## src/rtl/pipe_pkg.sv

```systemverilog
// =============================================================================
// Module   : pipe_pkg
// Purpose  : Shared constants, state encodings and producer-match helper.
// Revision : 1.0
// =============================================================================
`default_nettype none

package pipe_pkg;

  localparam logic [1:0] FWD_RF  = 2'b00;
  localparam logic [1:0] FWD_WB  = 2'b01;
  localparam logic [1:0] FWD_MEM = 2'b10;

  localparam logic [4:0] REG_ZERO = 5'd0;

  typedef enum logic {
    ST_IDLE = 1'b0,
    ST_BUSY = 1'b1
  } md_state_e;

  // $0 is hard-wired, so a write to it never produces a forwardable value.
  function automatic logic reg_match(input logic       we,
                                     input logic [4:0] wr,
                                     input logic [4:0] src);
    return we && (wr != REG_ZERO) && (wr == src);
  endfunction

endpackage

`default_nettype wire

```

## src/rtl/hazard_ctrl_muldiv_seq.sv

```systemverilog
// =============================================================================
// Module   : muldiv_seq
// Purpose  : IDLE/BUSY sequencer for the multi-cycle mul/div unit.
// Revision : 1.0
// =============================================================================
`default_nettype none

module muldiv_seq
  import pipe_pkg::*;
#(
  parameter int MULDIV_LAT = 4
) (
  input  logic clk,
  input  logic rst_n,
  input  logic i_start,
  output logic o_busy,
  output logic o_done
);

  localparam logic [3:0] c_CNT_LOAD = 4'(MULDIV_LAT - 1);

  md_state_e  r_state;
  md_state_e  w_state_nxt;
  logic [3:0] r_cnt;
  logic [3:0] w_cnt_nxt;
  logic       r_done;
  logic       w_done_nxt;

  always_ff @(posedge clk or negedge rst_n) begin
    if (!rst_n) begin
      r_state <= ST_IDLE;
      r_cnt   <= 4'd0;
      r_done  <= 1'b0;
    end else begin
      r_state <= w_state_nxt;
      r_cnt   <= w_cnt_nxt;
      r_done  <= w_done_nxt;
    end
  end

  // A start seen while BUSY is dropped; the ID-stage stall normally prevents it.
  always_comb begin
    w_state_nxt = r_state;
    w_cnt_nxt   = r_cnt;
    w_done_nxt  = 1'b0;
    case (r_state)
      ST_IDLE: begin
        if (i_start) begin
          w_state_nxt = ST_BUSY;
          w_cnt_nxt   = c_CNT_LOAD;
        end
      end
      ST_BUSY: begin
        if (r_cnt != 4'd0) begin
          w_cnt_nxt = r_cnt - 4'd1;
        end else begin
          w_state_nxt = ST_IDLE;
          w_done_nxt  = 1'b1;
        end
      end
      default: begin
        w_state_nxt = ST_IDLE;
        w_cnt_nxt   = 4'd0;
      end
    endcase
  end

  assign o_busy = (r_state == ST_BUSY);
  assign o_done = r_done;

  a_no_start_when_busy : assert property (
    @(posedge clk) disable iff (!rst_n) !(i_start && (r_state == ST_BUSY))
  );

endmodule

`default_nettype wire

```

## src/rtl/hazard_ctrl.sv

```systemverilog
// =============================================================================
// Module   : hazard_ctrl
// Purpose  : Pipeline stall/flush/forwarding control with mul/div sequencing.
// Revision : 1.0
// =============================================================================
`default_nettype none

module hazard_ctrl
  import pipe_pkg::*;
#(
  parameter int MULDIV_LAT = 4,
  parameter int CNT_W      = 16
) (
  input  logic             clk,
  input  logic             rst_n,
  input  logic [4:0]       Rs_D,
  input  logic [4:0]       Rt_D,
  input  logic [4:0]       Rs_E,
  input  logic [4:0]       Rt_E,
  input  logic [4:0]       WriteReg_E,
  input  logic [4:0]       WriteReg_M,
  input  logic [4:0]       WriteReg_W,
  input  logic             RegWrite_E,
  input  logic             RegWrite_M,
  input  logic             RegWrite_W,
  input  logic             MemtoReg_E,
  input  logic             MemtoReg_M,
  input  logic             Branch_D,
  input  logic             PCSrc_D,
  input  logic             Jump_D,
  input  logic             MulDivStart_D,
  input  logic             MulDivStart_E,
  input  logic             HiLoRead_D,
  output logic             StallF,
  output logic             StallD,
  output logic             FlushD,
  output logic             FlushE,
  output logic [1:0]       ForwardAE,
  output logic [1:0]       ForwardBE,
  output logic             ForwardAD,
  output logic             ForwardBD,
  output logic             MulDivBusy,
  output logic             MulDivDone,
  output logic [CNT_W-1:0] StallCount
);

  localparam logic [CNT_W-1:0] c_CNT_ONE = {{(CNT_W-1){1'b0}}, 1'b1};
  localparam logic [CNT_W-1:0] c_CNT_MAX = {CNT_W{1'b1}};

  logic             w_ex_d;
  logic             w_mem_d;
  logic             w_lwstall;
  logic             w_brstall;
  logic             w_mdstall;
  logic             w_stall;
  logic             w_busy;
  logic [CNT_W-1:0] r_stall_cnt;

  muldiv_seq #(
    .MULDIV_LAT (MULDIV_LAT)
  ) u_muldiv_seq (
    .clk     (clk),
    .rst_n   (rst_n),
    .i_start (MulDivStart_E),
    .o_busy  (w_busy),
    .o_done  (MulDivDone)
  );

  always_comb begin
    ForwardAE = FWD_RF;
    ForwardBE = FWD_RF;
    if (reg_match(RegWrite_M, WriteReg_M, Rs_E)) begin
      ForwardAE = FWD_MEM;
    end else if (reg_match(RegWrite_W, WriteReg_W, Rs_E)) begin
      ForwardAE = FWD_WB;
    end
    if (reg_match(RegWrite_M, WriteReg_M, Rt_E)) begin
      ForwardBE = FWD_MEM;
    end else if (reg_match(RegWrite_W, WriteReg_W, Rt_E)) begin
      ForwardBE = FWD_WB;
    end
  end

  assign ForwardAD = reg_match(RegWrite_M, WriteReg_M, Rs_D);
  assign ForwardBD = reg_match(RegWrite_M, WriteReg_M, Rt_D);

  // Branches compare in ID, so any result not yet in MEM as an ALU value blocks them.
  assign w_ex_d    = reg_match(RegWrite_E, WriteReg_E, Rs_D) |
                     reg_match(RegWrite_E, WriteReg_E, Rt_D);
  assign w_mem_d   = reg_match(RegWrite_M, WriteReg_M, Rs_D) |
                     reg_match(RegWrite_M, WriteReg_M, Rt_D);
  assign w_lwstall = MemtoReg_E & w_ex_d;
  assign w_brstall = Branch_D & (w_ex_d | (MemtoReg_M & w_mem_d));
  assign w_mdstall = w_busy & (HiLoRead_D | MulDivStart_D);
  assign w_stall   = w_lwstall | w_brstall | w_mdstall;

  assign StallF     = w_stall;
  assign StallD     = w_stall;
  assign FlushE     = w_stall;
  assign FlushD     = (PCSrc_D | Jump_D) & ~w_stall;
  assign MulDivBusy = w_busy;

  always_ff @(posedge clk or negedge rst_n) begin
    if (!rst_n) begin
      r_stall_cnt <= '0;
    end else if (w_stall && (r_stall_cnt != c_CNT_MAX)) begin
      r_stall_cnt <= r_stall_cnt + c_CNT_ONE;
    end
  end

  assign StallCount = r_stall_cnt;

endmodule

`default_nettype wire

```

## config.mk

```make
export PLATFORM = sky130hd
export DESIGN_NAME = hazard_ctrl
export DESIGN_NICKNAME = d
export VERILOG_FILES = /design/src/rtl/pipe_pkg.sv /design/src/rtl/hazard_ctrl_muldiv_seq.sv /design/src/rtl/hazard_ctrl.sv
export SDC_FILE = /design/constraint.sdc
export NUM_CORES = 1
export LEC_CHECK = 0
export ABC_AREA = 1
export CAP_MARGIN = 20
export CORE_UTILIZATION = 40
export DETAILED_ROUTE_END_ITERATION = 8
export GPL_ROUTABILITY_DRIVEN = 0
export PLACE_DENSITY = 0.7
export SETUP_SLACK_MARGIN = 0.4
export SLEW_MARGIN = 20
export SYNTH_ARGS = -nofsm -noshare
export SYNTH_HDL_FRONTEND = slang
export SYNTH_HIERARCHICAL = 1
export SYNTH_SLANG_ARGS = --single-unit
```

## constraint.sdc

```tcl
create_clock -name clk -period 2.23 [get_ports clk]
set_clock_uncertainty 0.15 [all_clocks]
set_input_delay 0.223 -clock clk [delete_from_list [all_inputs] [get_ports clk]]
set_output_delay 0.223 -clock clk [all_outputs]
set_load 0.01 [all_outputs]
```

== After elaboration in Yosys (flattened, before gate mapping) ==
Index checks and enable logic that the tools add are counted.
Operators by class
  $add $sub $neg: 2
  equality and inequality tests: 11
  muxes and demuxes: 12
  bitwise logic cells: 14
  reduce and logical (&&, ||, !) cells: 17
Operator list (count)
  5-bit == test: 8
  16-bit by 1-bit adder with 16-bit output, second input constant: 1
  16-bit inequality test, second input constant: 1
  5-bit nonzero test: 3
  1-bit logical AND: 12
  4-bit two-way mux: 2
  4-bit case mux with 2 select lines: 1
  1-bit bitwise OR: 7
  1-bit two-way mux: 6
  1-bit AND: 5
  2-bit two-way mux: 2
  2-bit inequality test, second input constant: 2
  4-bit nonzero test: 1
  4-bit by 1-bit subtractor with 4-bit output, second input constant: 1
  1-bit inverter: 2
  1-bit case mux with 2 select lines: 1
  2-bit AND reduction: 1
Word-level totals
  flip-flop bits (word level): 22
  input port bits: 48
  logic and storage cells: 60

== Logic depth before layout (Yosys ltp) ==
  depth after elaboration: 11
  mapped depth: 16

== Modules after synthesis ==
Netlist, hierarchy kept.
Modules (own cells, without submodules)
  hazard_ctrl: instances 1, cells an instance 225, area an instance 1635.3 um^2, seq. area each 400.4 um^2
  muldiv_seq: instances 1, cells an instance 35, area an instance 301.5 um^2, seq. area each 150.1 um^2

== Worst setup path after synthesis ==
No wires, ideal clock.
  path kind: register -> register
  start point: reg r_stall_cnt[0] (netlist: StallCount[0])
  end point: reg r_stall_cnt[5] (netlist: StallCount[5])
  setup time: 0.117 ns
  arrival: 1.534 ns
  data required time: 1.963 ns
  setup slack: 0.429 ns
  stages on the path, launching flop included: 10
  path buffers: 1
  clock period less this slack: 1.801 ns
  path through: dfrtp_1 ha_1 nand3_2 nor2_2 nand3b_2 nor2_4 nand3b_4 buf_2 nand3_1 nand2_1
On the way
  word-level cells in the longest chain between the ends: 2
  elaborated cells between the ends (all ways): 3
  classes of those cells: add/sub (1); eq/ne (1); reduce/logical (1)
Ends and longest elaborated chain
  from (decl): RTL line hazard_ctrl.sv:57  | logic [CNT_W-1:0] r_stall_cnt;
  from (signal assigned): RTL line hazard_ctrl.sv:107  | r_stall_cnt <= r_stall_cnt + c_CNT_ONE;
  branches (longest 2 deep; another with 16-bit by 1-bit adder with 16-bit output)
Several ways; the timed one is not identified.
A chain may end at the register's enable or synchronous reset.

== Final worst setup path ==
  start point: reg r_stall_cnt[1] (netlist: StallCount[1])
  end point: reg r_stall_cnt[9] (netlist: StallCount[9])
Same word-level chain as after synthesis.

==> results.cfg <==
[routing]
antenna_left = 0
drc = 0
viasPerCell = 4.91
drtIter0Drc = 57
wire_per_inst_um = 13.0
dr.pass1.iters = 5
wl_um = 5280
num_vias = 1987

[floorplan]
start_util_pct = 43.0
die_h_um = 71.6
core_area_um2 = 4500
rows = 24
die_area_um2 = 5120
fp.dieW_um = 71.6
io_pins = 76

[power]
p_int_w = 0.00108
pwr-share-comb_pct = 52.2
vdd_drop_max_uv = 712
cellPowerDensity_nw_per_um2 = 610
clkPwrFrac_pct = 13.9
seqPwrFrac_pct = 34.0
p_sw_w = 0.000702
leakage_nw = 1.53
p_sw_share_pct = 39.5

[cts]
root_buffer = clkbuf_8
clk_path_buf_depth = 2
ctsHoldBuffers = 0
cts_tree = built
cts_max_level = 1
cts_made_buffers = 3
cts_sinks = 22
cts.clk_slew.worst_paths_ns = 0.08
insertion_delay_ns = 0.26

[global_routing]
grt_max_degree = 23
grt_pass1_wl_um = 8470
antenna_found_initial = 0
grt_usage_pct = 20.7
grt_overflow_total = 0
first_global_vias = 1915

[yosys]
async_flop_share_pct = 100
yosysUniqueCellTypes = 28
avgSynthCellArea_um2 = 7.45
ys_warn_count = 6
synthTopCellsByCount = 67 x nand2_1, 32 x xor2_1, 31 x nand3_1
netlist_instances = 260
yosysTopAreaCellShare_pct = 28.4
synth_edf_count = 0
ys_seq_area_share_pct = 28.4
synth_area_um2 = 1940
synth_area_leaders = dfrtp_1 28%, xor2_1 14%, nand2_1 13%
synth_top_area_cell = dfrtp_1
synthFlopType = dfrtp_1
yosysMostFrequentCell = nand2_1
synth_seq_cells = 22
synth.net_count = 310

[sta]
tightest_slew_ns = 0.300
max_freq_ghz = 0.566
fin_ws_ns = 0.462
setup_violations = 0
period_share_pct = 79.3
fin_crit_ns = 1.77
drv_slew = 0
max-slew-margin-rel_pct = 79.8
hold_violations = 0
rsz0062_at_grt = true

[job]
max_cap_violations = 0

[placed_design]
post_dp_cell_area_um2 = 2760
dp_hpwl_um = 4050
pre_cts_slack_ns = -0.253
portBuffers = 75
post-place-cells = 389

[critical_path]
start_kind = register
cp-end-kind = register
critPathTopFamily = simple AND/OR/NAND/NOR gates
path_buf_inv = 1
worstSetupPathType = reg2reg
critPathMaxStageDelay_ns = 0.40
cp_slowest_cell = dfrtp_1
worstPathArrival_ns = 1.78
required_ns = 2.24
cp_max_fo = 5
worstPathCellList = ha_4 -> nand3_4 -> nor2_4 -> nand3b_4 -> nor2_4 -> nand3b_4 -> nand4_1 -> inv_1 -> nand3_1 -> nand2_1

[final_layout]
finalNonFillerCells = 405
antenna_cells = 0
syn2layout_area_growth_pct = 50.5
fillers = 399
drive_gt1_share_pct = 23.2
final_nets = 405
final_cell_area_um2 = 2910

[status]
outcome = complete, no violations

[hold_path]
hold_path.class = in2async
[layout by cell type (no fill, tap or decap), drive strengths merged, types with 2 or more instances in the layout]
cell type,Yosys,routed
inv,24,24
dlygate4sd2,0,13
nand3,32,32
buf,11,31
clkdlybuf4s50,0,33
nor2,22,22
clkbuf,0,17
dfrtp,22,22
nand2,73,73
nand3b,2,3
clkdlybuf4s15,0,6
o21ai,5,5
nor4,6,6
nand4,5,5
xor2,32,32
ha,2,2
dlymetal6s2s,0,3
or2,3,3
xnor2,19,19
[sequential cells by signal, indices dropped and copies added (netlist names)]
| register | count |
|---|---|
| StallCount | 16 |
| u_muldiv_seq/o_busy | 1 |
| u_muldiv_seq/o_done | 1 |
| u_muldiv_seq/r_cnt | 4 |
[routing by layer]
| metal | part of all wire [%] | vias to the layer above | global-route usage [%] |
|---|---|---|---|
| li1 | - | 1008 | - |
| met1 | 44 | 931 | 26.1 |
| met3 | 3.9 | 6 | 3.52 |
| met4 | 1.2 | 0 | 4.36 |
| met5 | 0 | - | 0 |
| met2 | 51 | 42 | 37.4 |
[stage by stage]
stage | hold slack [ns] | TNS [ns] | total power (W) | utilization [%]
after floorplan | -0.223 | 0 | 0.00110 | -
after global placement | 0.334 | -1.79 | 0.00143 | 61.2
after detailed placement | 0.345 | -2.65 | 0.00146 | 61.2
after CTS | 0.173 | 0 | 0.00176 | 63.5
after global routing | 0.177 | 0 | 0.00191 | 64.7
final | 0.162 | 0 | 0.00178 | 64.7
[path summary, 6_finish.rpt]
kind	from	end	slack, ns	cells after the start
setup / recovery	StallCount[1]$_DFFE_PN0P_	StallCount[9]$_DFFE_PN0P_	0.46	10
hold / removal	rst_n	StallCount[8]$_DFFE_PN0P_	0.16	2
setup reg to reg	StallCount[1]$_DFFE_PN0P_	StallCount[9]$_DFFE_PN0P_	0.46	10
hold reg to reg	u_muldiv_seq/r_cnt[0]$_DFFE_PN0P_	u_muldiv_seq/r_cnt[0]$_DFFE_PN0P_	0.36	1
max in group asynchronous	rst_n	StallCount[5]$_DFFE_PN0P_	1.53	2
min in group clk	u_muldiv_seq/r_cnt[0]$_DFFE_PN0P_	u_muldiv_seq/r_cnt[0]$_DFFE_PN0P_	0.36	1
[final cells by class]
cell class,instances,area (µm²),share of cell area [%]
Timing Repair Buffer,100,841,28.9
Inverter,24,90.1,3.09
Clock buffer,3,41.3,1.42
Tap cell,52,65.1,2.23
Multi-Input combinational cell,204,1330,45.5
Sequential cell,22,551,18.9
[logic make-up (layout without fill, tap and decap cells)]
group	after synthesis	in the layout	share of synthesized area, %
compound gates	6	6	1.74
simple gates	144	145	36.0
fa+ha+maj	2	2	1.29
buf+inv	35	127	9.50
flops	22	22	28.4
xor+xnor	51	51	23.1
[power groups by stage]
stage / sequential, W / combinational (W) / clock, W
finish: 0.000604 / 0.000928 / 0.000246
global route: 0.000618 / 0.00103 / 0.000268
CTS: 0.000602 / 0.000899 / 0.000255
detailed placement: 0.000603 / 0.000854 / 0
global placement: 0.000604 / 0.000831 / 0
floorplan: 0.000618 / 0.000484 / 0
[timing repair]
action / CTS / global route
endpoints found under the setup margin: 26 / 24
buffers inserted: 7 / 5
cloned: 1 / 0
gates resized for setup: 71 / 46
pin swaps: 13 / 29
(Power assumes the default switching activity.)
==> variant 1: new RTL, same settings <==
The package constant `REG_ZERO` goes from 5'd0 to 5'd1.
--- a/src/rtl/pipe_pkg.sv
+++ b/src/rtl/pipe_pkg.sv
@@ -11,7 +11,7 @@
   localparam logic [1:0] FWD_WB  = 2'b01;
   localparam logic [1:0] FWD_MEM = 2'b10;
 
-  localparam logic [4:0] REG_ZERO = 5'd0;
+  localparam logic [4:0] REG_ZERO = 5'd1;
 
   typedef enum logic {
     ST_IDLE = 1'b0,
Check against the original RTL: not equivalent (a bounded check fails within 4 cycles, from zero or initial values and one cycle with rst_n low).
==> variant 1 against the unedited design <==
  * Design area is 5.3% higher
  * Count of clock-buffer cells in the layout is 1 higher
  * Worst setup slack worse by 51 ps
  * Maximum frequency is 2.8% lower
  * Area after synthesis is 0.90% higher
  * Via count is 5.2% higher
  * Total power is 7.3% higher
  * Sequential cell count stayed put
  * Wire length is 5.6% higher
  * Largest cell class unchanged
  * Largest power group unchanged
==> variant 1: results (changes against the unedited design) <==
stage,metric,value,unit,change
outcome,outcome,"complete, no violations",,
worst_setup_path,max_stage_delay,420,ps,+20 ps
global_route,grtUsageMet2,35.4,%,-1.9 points
global_route,grt_pass1_wl,8.64,mm,+2.0%
drt,viasPerCell,4.81,,-2.0%
drt,wl_met1,2.39,mm,+3.9%
worst_setup_path,path_delay_family,simple AND/OR/NAND/NOR gates,,
logic_synthesis,postSynthAreaPerCell,7.21,um^2,-3.2%
layout,final_layout_size_suffix_gt1_share,25.3,%,+2.0 points
placed_design,dp_slack,-361,ps,-107 ps
logic_synthesis,synthTopCellsByCount,"nand2_1, xor2_1, nand3_1",,
clock_network,cts-buffers-inserted,3,,unchanged
worst_setup_path,reg2reg_from,StallCount[3]$_DFFE_PN0P_,,
logic_synthesis,synth_fp_nets,321,,+3.5%
drt,wl_met2,2.78,mm,+2.7%
drt,wirelength,5.58,mm,+5.6%
power_and_ir_drop,switchingPower,0.733,mW,+4.3%
global_route,use_met1,27.5,%,+1.4 points
logic_synthesis,ys_seq_area_share,28.2,%,-0.25 points
placed_design,place_hpwl,3.93,mm,-3.0%
logic_synthesis,yosys-top-cells-area,"dfrtp_1, xor2_1, nand2_1, nand3_1, xnor2_1",,
global_route,grtUsageTotal,20.9,%,+0.19 points
worst_setup_path,slowest_stage,dfrtp_2,,
worst_setup_path,r2r_cells,7,,-3
global_route,grt_pass1_vias,1952,,+1.9%
logic_synthesis,synth-xor-area-share,22.9,%,-0.21 points
worst_setup_path,timing.rr.end,StallCount[14]$_DFFE_PN0P_,,
logic_synthesis,async_flop_share,100,%,unchanged
global_route,use_met3,4.17,%,+0.65 points
logic_synthesis,synth_compound_area_share,1.66,%,-0.080 points
worst_setup_path,rrSetupSlack,410,ps,-50 ps
drt,wl_per_cell,12.8,um,-1.7%
placed_design,dp.cells,412,,+5.9%
logic_synthesis,synthAdderAreaFrac,1.28,%,-0.012 points
logic_synthesis,yosys.cell_types.count,30,,+7.1%
worst_setup_path,arrival,1880,ps,+100 ps
drt,drt_iter0_drc,123,,+120%
drt,dr.pass1.iters,4,,-1
timing,tightest_slew,528,ps,+228 ps
clock_network,clkSlewWorstSetupHoldPaths,80,ps,about the same
power_and_ir_drop,leakagePower,1.56,nW,+1.6%
placed_design,dpl_cell_area,0.00279,mm^2,+1.1%
drt,wl_met3,356,um,+74%
logic_synthesis,synth_mux_area_share,0,%,unchanged
power_and_ir_drop,ir_worst_vdd,0.000321,V,-55%
layout,antenna_cells,0,,unchanged
logic_synthesis,yosysWarnings,6,,unchanged
placed_design,numPortBuffers,75,,unchanged
global_route,grt_max_degree,23,,unchanged
layout,fin_nets,419,,+3.5%
## variant 1: power by group through the flow
| stage | clock, mW | combinational (mW) | sequential [mW] |
|---|---|---|---|
| after floorplan | 0 | 0.484 | 0.613 |
| after global placement | 0 | 0.835 | 0.597 |
| after detailed placement | 0 | 0.847 | 0.600 |
| after CTS | 0.299 | 0.926 | 0.580 |
| after global routing | 0.313 | 1.14 | 0.599 |
| final | 0.291 | 1.03 | 0.583 |
## variant 1: cell type report
cell class,instances,area (um^2)
timing repair inverter,1,6.26
clock buffer,4,55.1
timing repair buffer,102,900
sequential,22,552
tap,67,83.8
inverter,30,120
multi-input combinational,209,1350
fill,396,1650
## variant 1: what timing repair did
item / 4_1_cts / 5_1_grt
pin swaps: 13 / 20
setup buffers: 10 / 6
setup endpoints to repair: 26 / 24
endpoints found under the hold margin: 0 / 0
cloned: 2 / 1
resized for setup: 88 / 44
## variant 1: worst max path at each step
stage                                   start  slack [ps]  cells past startpoint                          to
floorplan           StallCount[5]$_DFFE_PN0P_         440                     10   StallCount[5]$_DFFE_PN0P_
CTS                             WriteReg_M[3]         310                     13                      FlushD
finish              StallCount[3]$_DFFE_PN0P_         410                      7  StallCount[14]$_DFFE_PN0P_
global route                          Rt_D[1]         310                     14                      FlushD
global placement                WriteReg_M[2]        -310                     13                      FlushD
detailed placement              WriteReg_M[2]        -360                     13                      FlushD
## variant 1: metrics by stage
stage / hold slack, ps / util, % / TNS, ps / total power [mW]
after global placement: 330 / 59.0 / -3220 / 1.43
after CTS: 162 / 62.5 / 0 / 1.81
after floorplan: -223 / - / 0 / 1.10
after global routing: 171 / 65.0 / 0 / 2.05
final: 159 / 65.0 / 0 / 1.91
after detailed placement: 339 / 59.0 / -4640 / 1.45
==> variant 2: new RTL, config.mk and constraints unchanged <==
Made on the original files. Register the output `StallCount` once more, without a reset; this adds one clock of latency there. The other outputs are not delayed to match.
--- a/src/rtl/hazard_ctrl.sv
+++ b/src/rtl/hazard_ctrl.sv
@@ -108,7 +108,9 @@
     end
   end
 
-  assign StallCount = r_stall_cnt;
+  always_ff @(posedge clk) begin
+    StallCount <= r_stall_cnt;
+  end
 
 endmodule
 
Behaviour: not the same (a bounded check fails within 4 cycles, from zero or initial values and one cycle with rst_n low).
==> variant 2 against the unedited design <==
  * Area after synthesis increased by 16%
  * Design area increased by 16%
  * Worst setup slack got worse by 45 ps
  * Die area increased by 15%
  * Final cell count increased by 10%
  * Sequential cell count increased by 16
  * Core utilization decreased by 0.19 points
  * Critical path depth unchanged
  * Non-clock buffer count increased by 1
  * Combinational power increased by 2.4%
  * Total power increased by 34%
  * Wire length increased by 4.3%
  * Count of clock-buffer cells in the layout increased by 3
  * Synthesized cell count increased by 6.2%
==> variant 2: results (changes against the unedited design) <==
stage,metric,value,unit,change
drt,num_vias,2108,,+6.1%
worst_setup_path,reg2reg_from,r_stall_cnt[1]$_DFFE_PN0P_,,
layout,buffers,101,,+1.0%
outcome,outcome,"complete, no violations",,
placed_design,place_hpwl,4.00,mm,-1.3%
power_and_ir_drop,ir_worst_vdd,0.000369,V,-48%
layout,instances_no_fill,446,,+10%
clock_network,clkLatencyLatePin,290,ps,+30 ps
clock_network,cts-buffers-inserted,5,,+2
global_route,use_met1,23.8,%,-2.3 points
global_route,grt_pass1_wl,9.43,mm,+11%
logic_synthesis,synth-xor-area-share,19.9,%,-3.1 points
logic_synthesis,async_flop_share,57.9,%,-42 points
power_and_ir_drop,leakagePower,1.72,nW,+12%
drt,drt_iter0_drc,104,,+82%
layout,nMultiInputCombCells,205,,+0.49%
global_route,grt_pass1_vias,2180,,+14%
placed_design,dpl_cell_area,0.00310,mm^2,+13%
drt,wl_met1,2.39,mm,+3.6%
power_and_ir_drop,p_int,1.55,mW,+44%
timing,slew_headroom,78.5,%,-1.3 points
layout,final_layout_size_suffix_gt1_share,27.1,%,+3.9 points
clock_network,htree_levels,2,,+1
layout,multi_input_area,0.00140,mm^2,+5.3%
worst_setup_path,rrSetupSlack,420,ps,-50 ps
layout,seq_share,25.9,%,+7.0 points
layout,clock_cell_area_share,2.81,%,+1.4 points
layout,clkbuf_count,6,,+3
layout,fill_cells,454,,+14%
placed_design,dp_slack,-315,ps,-62.0 ps
logic_synthesis,syn_inst,276,,+6.2%
logic_synthesis,synth_compound_area_share,1.51,%,-0.24 points
drt,wl_met2,2.61,mm,-3.6%
global_route,grtUsageTotal,20.0,%,-0.73 points
logic_synthesis,yosys-top-cells-area,"dfrtp_1, dfxtp_1, xor2_1, nand2_1, xnor2_1",,
logic_synthesis,yosys.cell_types.count,29,,+3.6%
layout,nFlopsAndLatches,38,,+73%
logic_synthesis,ys_seq_area_share,38.8,%,+10 points
global_route,use_met3,5.83,%,+2.3 points
drt,wl_per_cell,12.3,um,-5.3%
global_route,grtUsageMet2,33.8,%,-3.5 points
placed_design,dp.cells,424,,+9.0%
layout,synthToLayoutAreaGrowth,50.7,%,
drt,dr.pass1.iters,4,,-1
==> variant 2: path summary, 6_finish.rpt <==
kind / cells past startpoint / to
worst max-delay path: 10 / r_stall_cnt[11]$_DFFE_PN0P_
worst min-delay path: 2 / r_stall_cnt[14]$_DFFE_PN0P_
max in group asynchronous: 2 / r_stall_cnt[2]$_DFFE_PN0P_
min in group clk: 0 / StallCount[9]$_DFF_P_
worst min register to register: 0 / StallCount[9]$_DFF_P_
worst max register to register: 10 / r_stall_cnt[11]$_DFFE_PN0P_
==> variant 2: power groups by stage <==
stage / clock (mW) / sequential [mW] / combinational (mW)
global route: 0.522 / 0.980 / 1.06
finish: 0.475 / 0.963 / 0.950
floorplan: 0 / 0.965 / 0.482
detailed placement: 0 / 0.956 / 0.847
CTS: 0.491 / 0.945 / 0.897
global placement: 0 / 0.952 / 0.826
==> variant 2: what timing repair did <==
action                                  in CTS  in global routing
gates cloned                                 2                  0
pin swaps                                   22                 23
setup buffers                               10                  2
resized for setup                           92                 54
endpoints found under the setup margin      26                 23
